## src/rtl/afg_pkg.sv

```systemverilog
// Shared game-level codes, boss FSM states and counter sizing.
package afg_pkg;

    localparam logic [5:0] LVL_START = 6'b000001;
    localparam logic [5:0] LVL_BOSS  = 6'b001000;

    // Wide enough for the flash and dying frame counts.
    localparam int CNT_W = 8;

    typedef enum logic [2:0] {
        ST_IDLE   = 3'd0,
        ST_ACTIVE = 3'd1,
        ST_FLASH  = 3'd2,
        ST_DYING  = 3'd3,
        ST_DEAD   = 3'd4
    } boss_state_e;

endpackage

```

## src/rtl/boss_hitbox.sv

```systemverilog
// Combinational hitbox test: bullet inside the boss rectangle, edges inclusive.
module boss_hitbox (
    input  logic [9:0] boss_x,
    input  logic [9:0] boss_y,
    input  logic [9:0] bullet_x,
    input  logic [9:0] bullet_y,
    input  logic [9:0] half_w,
    input  logic [9:0] half_h,
    output logic       hit
);

    // 11-bit sums so that position + half-extent cannot wrap.
    logic [10:0] bullet_x_ext;
    logic [10:0] bullet_y_ext;
    logic [10:0] boss_x_ext;
    logic [10:0] boss_y_ext;

    assign bullet_x_ext = {1'b0, bullet_x} + {1'b0, half_w};
    assign bullet_y_ext = {1'b0, bullet_y} + {1'b0, half_h};
    assign boss_x_ext   = {1'b0, boss_x} + {1'b0, half_w};
    assign boss_y_ext   = {1'b0, boss_y} + {1'b0, half_h};

    assign hit = (bullet_x_ext >= {1'b0, boss_x}) &&
                 ({1'b0, bullet_x} <= boss_x_ext) &&
                 (bullet_y_ext >= {1'b0, boss_y}) &&
                 ({1'b0, bullet_y} <= boss_y_ext);

endmodule

```

## src/rtl/boss_health.sv

```systemverilog
// Boss health / hit FSM: takes bullet hits, runs the post-hit invulnerability
// flash and the death animation, and produces registered status and pulses.
module boss_health
    import afg_pkg::*;
#(
    parameter logic [9:0] BOSS_HALF_W  = 10'd60,
    parameter logic [9:0] BOSS_HALF_H  = 10'd45,
    parameter logic [3:0] BOSS_MAX_HP  = 4'd15,
    parameter int         FLASH_FRAMES = 8,
    parameter int         DYING_FRAMES = 32
) (
    input  logic       frame_clk,
    input  logic       Reset_n,
    input  logic [5:0] level,
    input  logic [9:0] BossX,
    input  logic [9:0] BossY,
    input  logic [9:0] BulletX,
    input  logic [9:0] BulletY,
    input  logic       bullet_valid,
    output logic       bullet_ack,
    output logic [3:0] boss_hp,
    output logic       boss_alive,
    output logic       boss_flash,
    output logic       boss_dying,
    output logic       score_inc,
    output logic       boss_defeated
);

    localparam logic [CNT_W-1:0] FLASH_LOAD = CNT_W'(FLASH_FRAMES - 1);
    localparam logic [CNT_W-1:0] DYING_LOAD = CNT_W'(DYING_FRAMES - 1);

    boss_state_e      state_q, state_d;
    logic [3:0]       hp_q, hp_d;
    logic [CNT_W-1:0] cnt_q, cnt_d;
    logic             ack_q, ack_d;
    logic             score_q, score_d;
    logic             defeated_q, defeated_d;
    logic             alive_q, alive_d;
    logic             flash_q, flash_d;
    logic             dying_q, dying_d;
    logic             box_hit;
    logic             hit;

    boss_hitbox u_hitbox (
        .boss_x   (BossX),
        .boss_y   (BossY),
        .bullet_x (BulletX),
        .bullet_y (BulletY),
        .half_w   (BOSS_HALF_W),
        .half_h   (BOSS_HALF_H),
        .hit      (box_hit)
    );

    assign hit = bullet_valid && box_hit;

    // Next-state, health, counter and pulse logic; start screen overrides all,
    // non-boss levels freeze everything.
    always_comb begin
        state_d    = state_q;
        hp_d       = hp_q;
        cnt_d      = cnt_q;
        ack_d      = 1'b0;
        score_d    = 1'b0;
        defeated_d = 1'b0;
        if (level == LVL_START) begin
            state_d = ST_IDLE;
            hp_d    = BOSS_MAX_HP;
            cnt_d   = '0;
        end else if (level == LVL_BOSS) begin
            case (state_q)
                ST_IDLE: state_d = ST_ACTIVE;
                ST_ACTIVE: begin
                    if (hit) begin
                        ack_d   = 1'b1;
                        score_d = 1'b1;
                        if (hp_q > 4'd1) begin
                            hp_d    = hp_q - 4'd1;
                            cnt_d   = FLASH_LOAD;
                            state_d = ST_FLASH;
                        end else begin
                            hp_d    = 4'd0;
                            cnt_d   = DYING_LOAD;
                            state_d = ST_DYING;
                        end
                    end
                end
                ST_FLASH: begin
                    if (cnt_q == '0) state_d = ST_ACTIVE;
                    else             cnt_d   = cnt_q - 1'b1;
                end
                ST_DYING: begin
                    if (cnt_q == '0) begin
                        state_d    = ST_DEAD;
                        defeated_d = 1'b1;
                    end else begin
                        cnt_d = cnt_q - 1'b1;
                    end
                end
                ST_DEAD: state_d = ST_DEAD;
                default: state_d = ST_IDLE;
            endcase
        end
        alive_d = (state_d == ST_ACTIVE) || (state_d == ST_FLASH);
        flash_d = (state_d == ST_FLASH);
        dying_d = (state_d == ST_DYING);
    end

    // State, health, counter and registered outputs with async active-low reset.
    always_ff @(posedge frame_clk or negedge Reset_n) begin
        if (!Reset_n) begin
            state_q    <= ST_IDLE;
            hp_q       <= BOSS_MAX_HP;
            cnt_q      <= '0;
            ack_q      <= 1'b0;
            score_q    <= 1'b0;
            defeated_q <= 1'b0;
            alive_q    <= 1'b0;
            flash_q    <= 1'b0;
            dying_q    <= 1'b0;
        end else begin
            state_q    <= state_d;
            hp_q       <= hp_d;
            cnt_q      <= cnt_d;
            ack_q      <= ack_d;
            score_q    <= score_d;
            defeated_q <= defeated_d;
            alive_q    <= alive_d;
            flash_q    <= flash_d;
            dying_q    <= dying_d;
        end
    end

    assign bullet_ack    = ack_q;
    assign score_inc     = score_q;
    assign boss_defeated = defeated_q;
    assign boss_hp       = hp_q;
    assign boss_alive    = alive_q;
    assign boss_flash    = flash_q;
    assign boss_dying    = dying_q;

endmodule

```

## config.mk

```make
export PLATFORM = sky130hd
export DESIGN_NAME = boss_health
export DESIGN_NICKNAME = d
export VERILOG_FILES = /design/src/rtl/afg_pkg.sv /design/src/rtl/boss_hitbox.sv /design/src/rtl/boss_health.sv
export SDC_FILE = /design/constraint.sdc
export NUM_CORES = 1
export LEC_CHECK = 0
export ABC_CLOCK_PERIOD_IN_PS = 2400
export CAP_MARGIN = 10
export CORE_MARGIN = 2
export CORE_UTILIZATION = 56
export DETAILED_ROUTE_END_ITERATION = 8
export PLACE_DENSITY = 0.82
export SETUP_SLACK_MARGIN = 0.5
export SLEW_MARGIN = 20
export SYNTH_ARGS = -nofsm -noshare
export SYNTH_HDL_FRONTEND = slang
export SYNTH_HIERARCHICAL = 1
export SYNTH_SLANG_ARGS = --single-unit
```

## constraint.sdc

```tcl
create_clock -name frame_clk -period 2.4 [get_ports frame_clk]
set_clock_uncertainty 0.05 [all_clocks]
set_input_delay 0.48 -clock frame_clk [delete_from_list [all_inputs] [get_ports frame_clk]]
set_output_delay 0.48 -clock frame_clk [all_outputs]
set_load 0.05 [all_outputs]
```

==> results by group <==
Run status
  – Status: finished, violations left
  – Failing checks: setup timing

Clock tree
  – Maximum clock insertion buffer count: 2
  – Clk slew on worst S/H paths: 0.07 ns
  – H-tree level count: 1
  – Clock buffer count from CTS: 3
  – CTS tree: yes
  – Clk_lat worst skew: 0.27 ns
  – CTS root buffer: clkbuf_8
  – CTS sink count: 20

Routing
  – Wire length per cell: 24.8 um
  – ANT nets after route: 0
  – Total wire length: 18,300 um
  – Drc violations: 0
  – Vias: 5,168
  – DR pass1 iterations: 6
  – Iter 0 DRT Violations: 716
  – Drt via density: 7.03

Floorplan
  – Die Wd: 85.7 um
  – Core ar.: 6390 um2
  – I/O Pins: 59
  – Initial core utilization: 58.5%
  – Die ar.: 7350 um2
  – Die H: 85.7 um
  – Std-Cell Rows: 29

Logic synthesis
  – Ys Warns: 6
  – Seq/Total Area, Yosys: 13.5%
  – Main synth FF type: dfrtp_1
  – Avg Inst Size Synth: 8.48 um2
  – Mapped cell area: 3740 um2
  – Post-synthesis register bit count: 20
  – Post-synth EDFFs: 0
  – Ys async rst share: 100%
  – Distinct cells, synth: 69
  – Cells after Synth: 441

Final layout
  – Nets: 795
  – P&R area growth vs syn: 61.1%
  – Finished Core Util: 94.3%
  – Commonest cells after routing, fill and taps aside: buf_4, ha_1, inv_1
  – Share of post-route cells with drive strength above 1: 35.1%
  – Commonest non-fill, non-tap cell in the layout: buf_4
  – # diodes: 0
  – Final cell count without fillers: 735

Global route
  – Grt ovf: 0
  – Number of global-route vias before repair: 4,711
  – GRT Total Usage: 35.5%
  – Initial antenna violation count: 0
  – Largest net degree at the start of global routing: 21
  – First-pass GRT wire length: 21,200 um

Timing
  – Final Hold Viols: 0
  – Slew Limit Headroom: 61.8%
  – Final worst slack: -2.41 ns
  – Final setup fails: 18
  – RSZ-0062 raised after global routing: yes
  – Final cycle utilization of the critical path: 200%
  – Minimum clock period: 4.81 ns
  – Slew Viols, Final: 0
  – Slew @ Worst Pin: 0.566 ns
  – Worst hold slack: 0.463 ns
  – Max Fclk: 208 MHz
  – Setup TNS Final: -40.26 ns

Worst setup path
  – Worst setup path start: BossY[1]
  – Slack of the worst reg-to-reg path: -0.05 ns
  – Reg-to-Reg Start: cnt_q[4]
  – Worst Path Required: 2.52 ns
  – CP Capture Type: flop
  – Startpoint types: input port
  – Worst Setup Path Type: input port to flop
  – Crit path max fanout: 3
  – Worst EP arrival: 4.94 ns

Power
  – Leak Pwr: 2.95 nW
  – PD cells: 469 nW/um2
  – Power consumption: 2.83 mW
  – VDD IR max: 0.795 mV

Placed design
  – IO buf count: 58
  – RePlAce Congestion: 0.889
  – HPWL after DPL: 8710 um
  – Inst Count DP: 710

Run
  – MaxCap Viol Count: 0

Hold path
  – Hold WC Path Type: flop to flop
  – Critical hold path startpoint: cnt_q[0]
-- worst max-delay path, stage by stage --
cell and delay (ns):
buf_8 0.11, ha_4 0.22, a21oi_4 0.14, nor2b_4 0.05, o31a_1 0.27, or4_4 0.48
a2111oi_4 0.39, nor3b_2 0.10, ha_1 0.34, nand2_1 0.07, or4_4 0.43, o211ai_1 0.15
a311oi_2 0.08, a311oi_2 0.24, and4bb_1 0.29, buf_4 0.13, nand4_1 0.22, inv_2 0.25
buf_12 0.13, buf_6 0.10, nand2_2 0.06, nand2_2 0.09, o211ai_1 0.12
-- final cells by class --
cell class / count / area [um2]
Timing Repair Buffer: 176 / 1480
Clock buffer: 4 / 45.0
Sequential cell: 20 / 507
Multi-Input combinational cell: 414 / 3730
Inverter: 44 / 165
Fill cell: 176 / 362
Tap cell: 77 / 96.3
-- Yosys cell counts (all sizes together) (2+ instances only) --
cell	n	area share, %
dfstp	4	2.8
o31a	6	1.4
o21ai	13	1.7
inv	44	4.4
a2111oi	2	0.64
a311oi	5	1.2
or2	4	0.67
a21o	14	2.8
a211oi	7	1.4
o211ai	7	1.4
conb	2	0.20
o31ai	7	1.8
or3	4	0.84
nor3	9	1.2
o21bai	2	0.40
buf	2	0.50
nand2	21	2.3
dfrtp	16	11
and3	5	0.84
nor3b	2	0.54
or4b	2	0.54
or2b	2	0.47
o21a	7	1.4
a31oi	4	0.67
nor4	3	0.90
o41ai	4	1.6
mux2i	2	0.54
a221oi	4	1.1
o311a	2	0.54
nand3	7	0.94
xor2	16	3.7
a21oi	34	4.6
a31o	3	0.70
fa	4	2.1
or4	6	1.3
xnor2	11	2.6
nor2b	10	1.7
nor2	32	3.3
ha	83	28
nand2b	10	1.7
nand4	7	1.2
-- routing by layer --
layer	part of all wire [%]	GRT usage [%]	wire length (um)	up-vias
li1	-	-	-	2050
met1	33	40.0	6010	2348
met2	46	66.6	8400	546
met3	10	5.87	1860	224
met4	11	13.3	2000	0
met5	0	0	0	-
-- report_power, final --
group / internal, mW / total (mW) / switching [mW]
registers: 0.403 / 0.495 / 0.0916
logic: 0.927 / 2.09 / 1.16
clock network: 0.119 / 0.242 / 0.123
-- worst paths after layout --
| path | endpoint | cells past startpoint |
|---|---|---|
| worst min-delay path | cnt_q[0] | 1 |
| worst max register to register | cnt_q[2] | 7 |
| min in group asynchronous | boss_flash | 2 |
| max in group asynchronous | boss_hp[0] | 2 |
| worst max-delay path | boss_hp[2] | 23 |
| worst min register to register | cnt_q[0] | 1 |
-- what timing repair did --
action	CTS	global route
hold endpoints to repair	0	0
resized for setup	92	71
setup endpoints to repair	29	22
hold buffers	0	0
setup buffers	14	7
pin swaps	45	37
-- sequential cells by signal, summed over array words and instances (netlist names) --
name,count
cnt_q,8
boss_hp,4
state_q,3
boss_alive,1
boss_defeated,1
boss_dying,1
boss_flash,1
score_inc,1
-- stage by stage --
step | instance area, um2 | setup WS [ns]
2_1_floorplan | 3940 | -2.01
3_3_place_gp | 5320 | -2.53
3_5_place_dp | 5320 | -2.75
4_1_cts | 5730 | -2.15
5_1_grt | 6020 | -2.51
6_report | 6020 | -2.41
-- kinds of logic after synthesis --
group           after synthesis  synth area share (%)
compound gates              127                  24.8
other cells                   2                 0.201
fa+ha+maj                    87                  29.9
mux                           2                 0.535
simple gates                129                  19.7
buf+inv                      47                  5.02
flops                        20                  13.5
xor+xnor                     27                  6.33
Note: power is estimated with default switching activity, not from simulation.
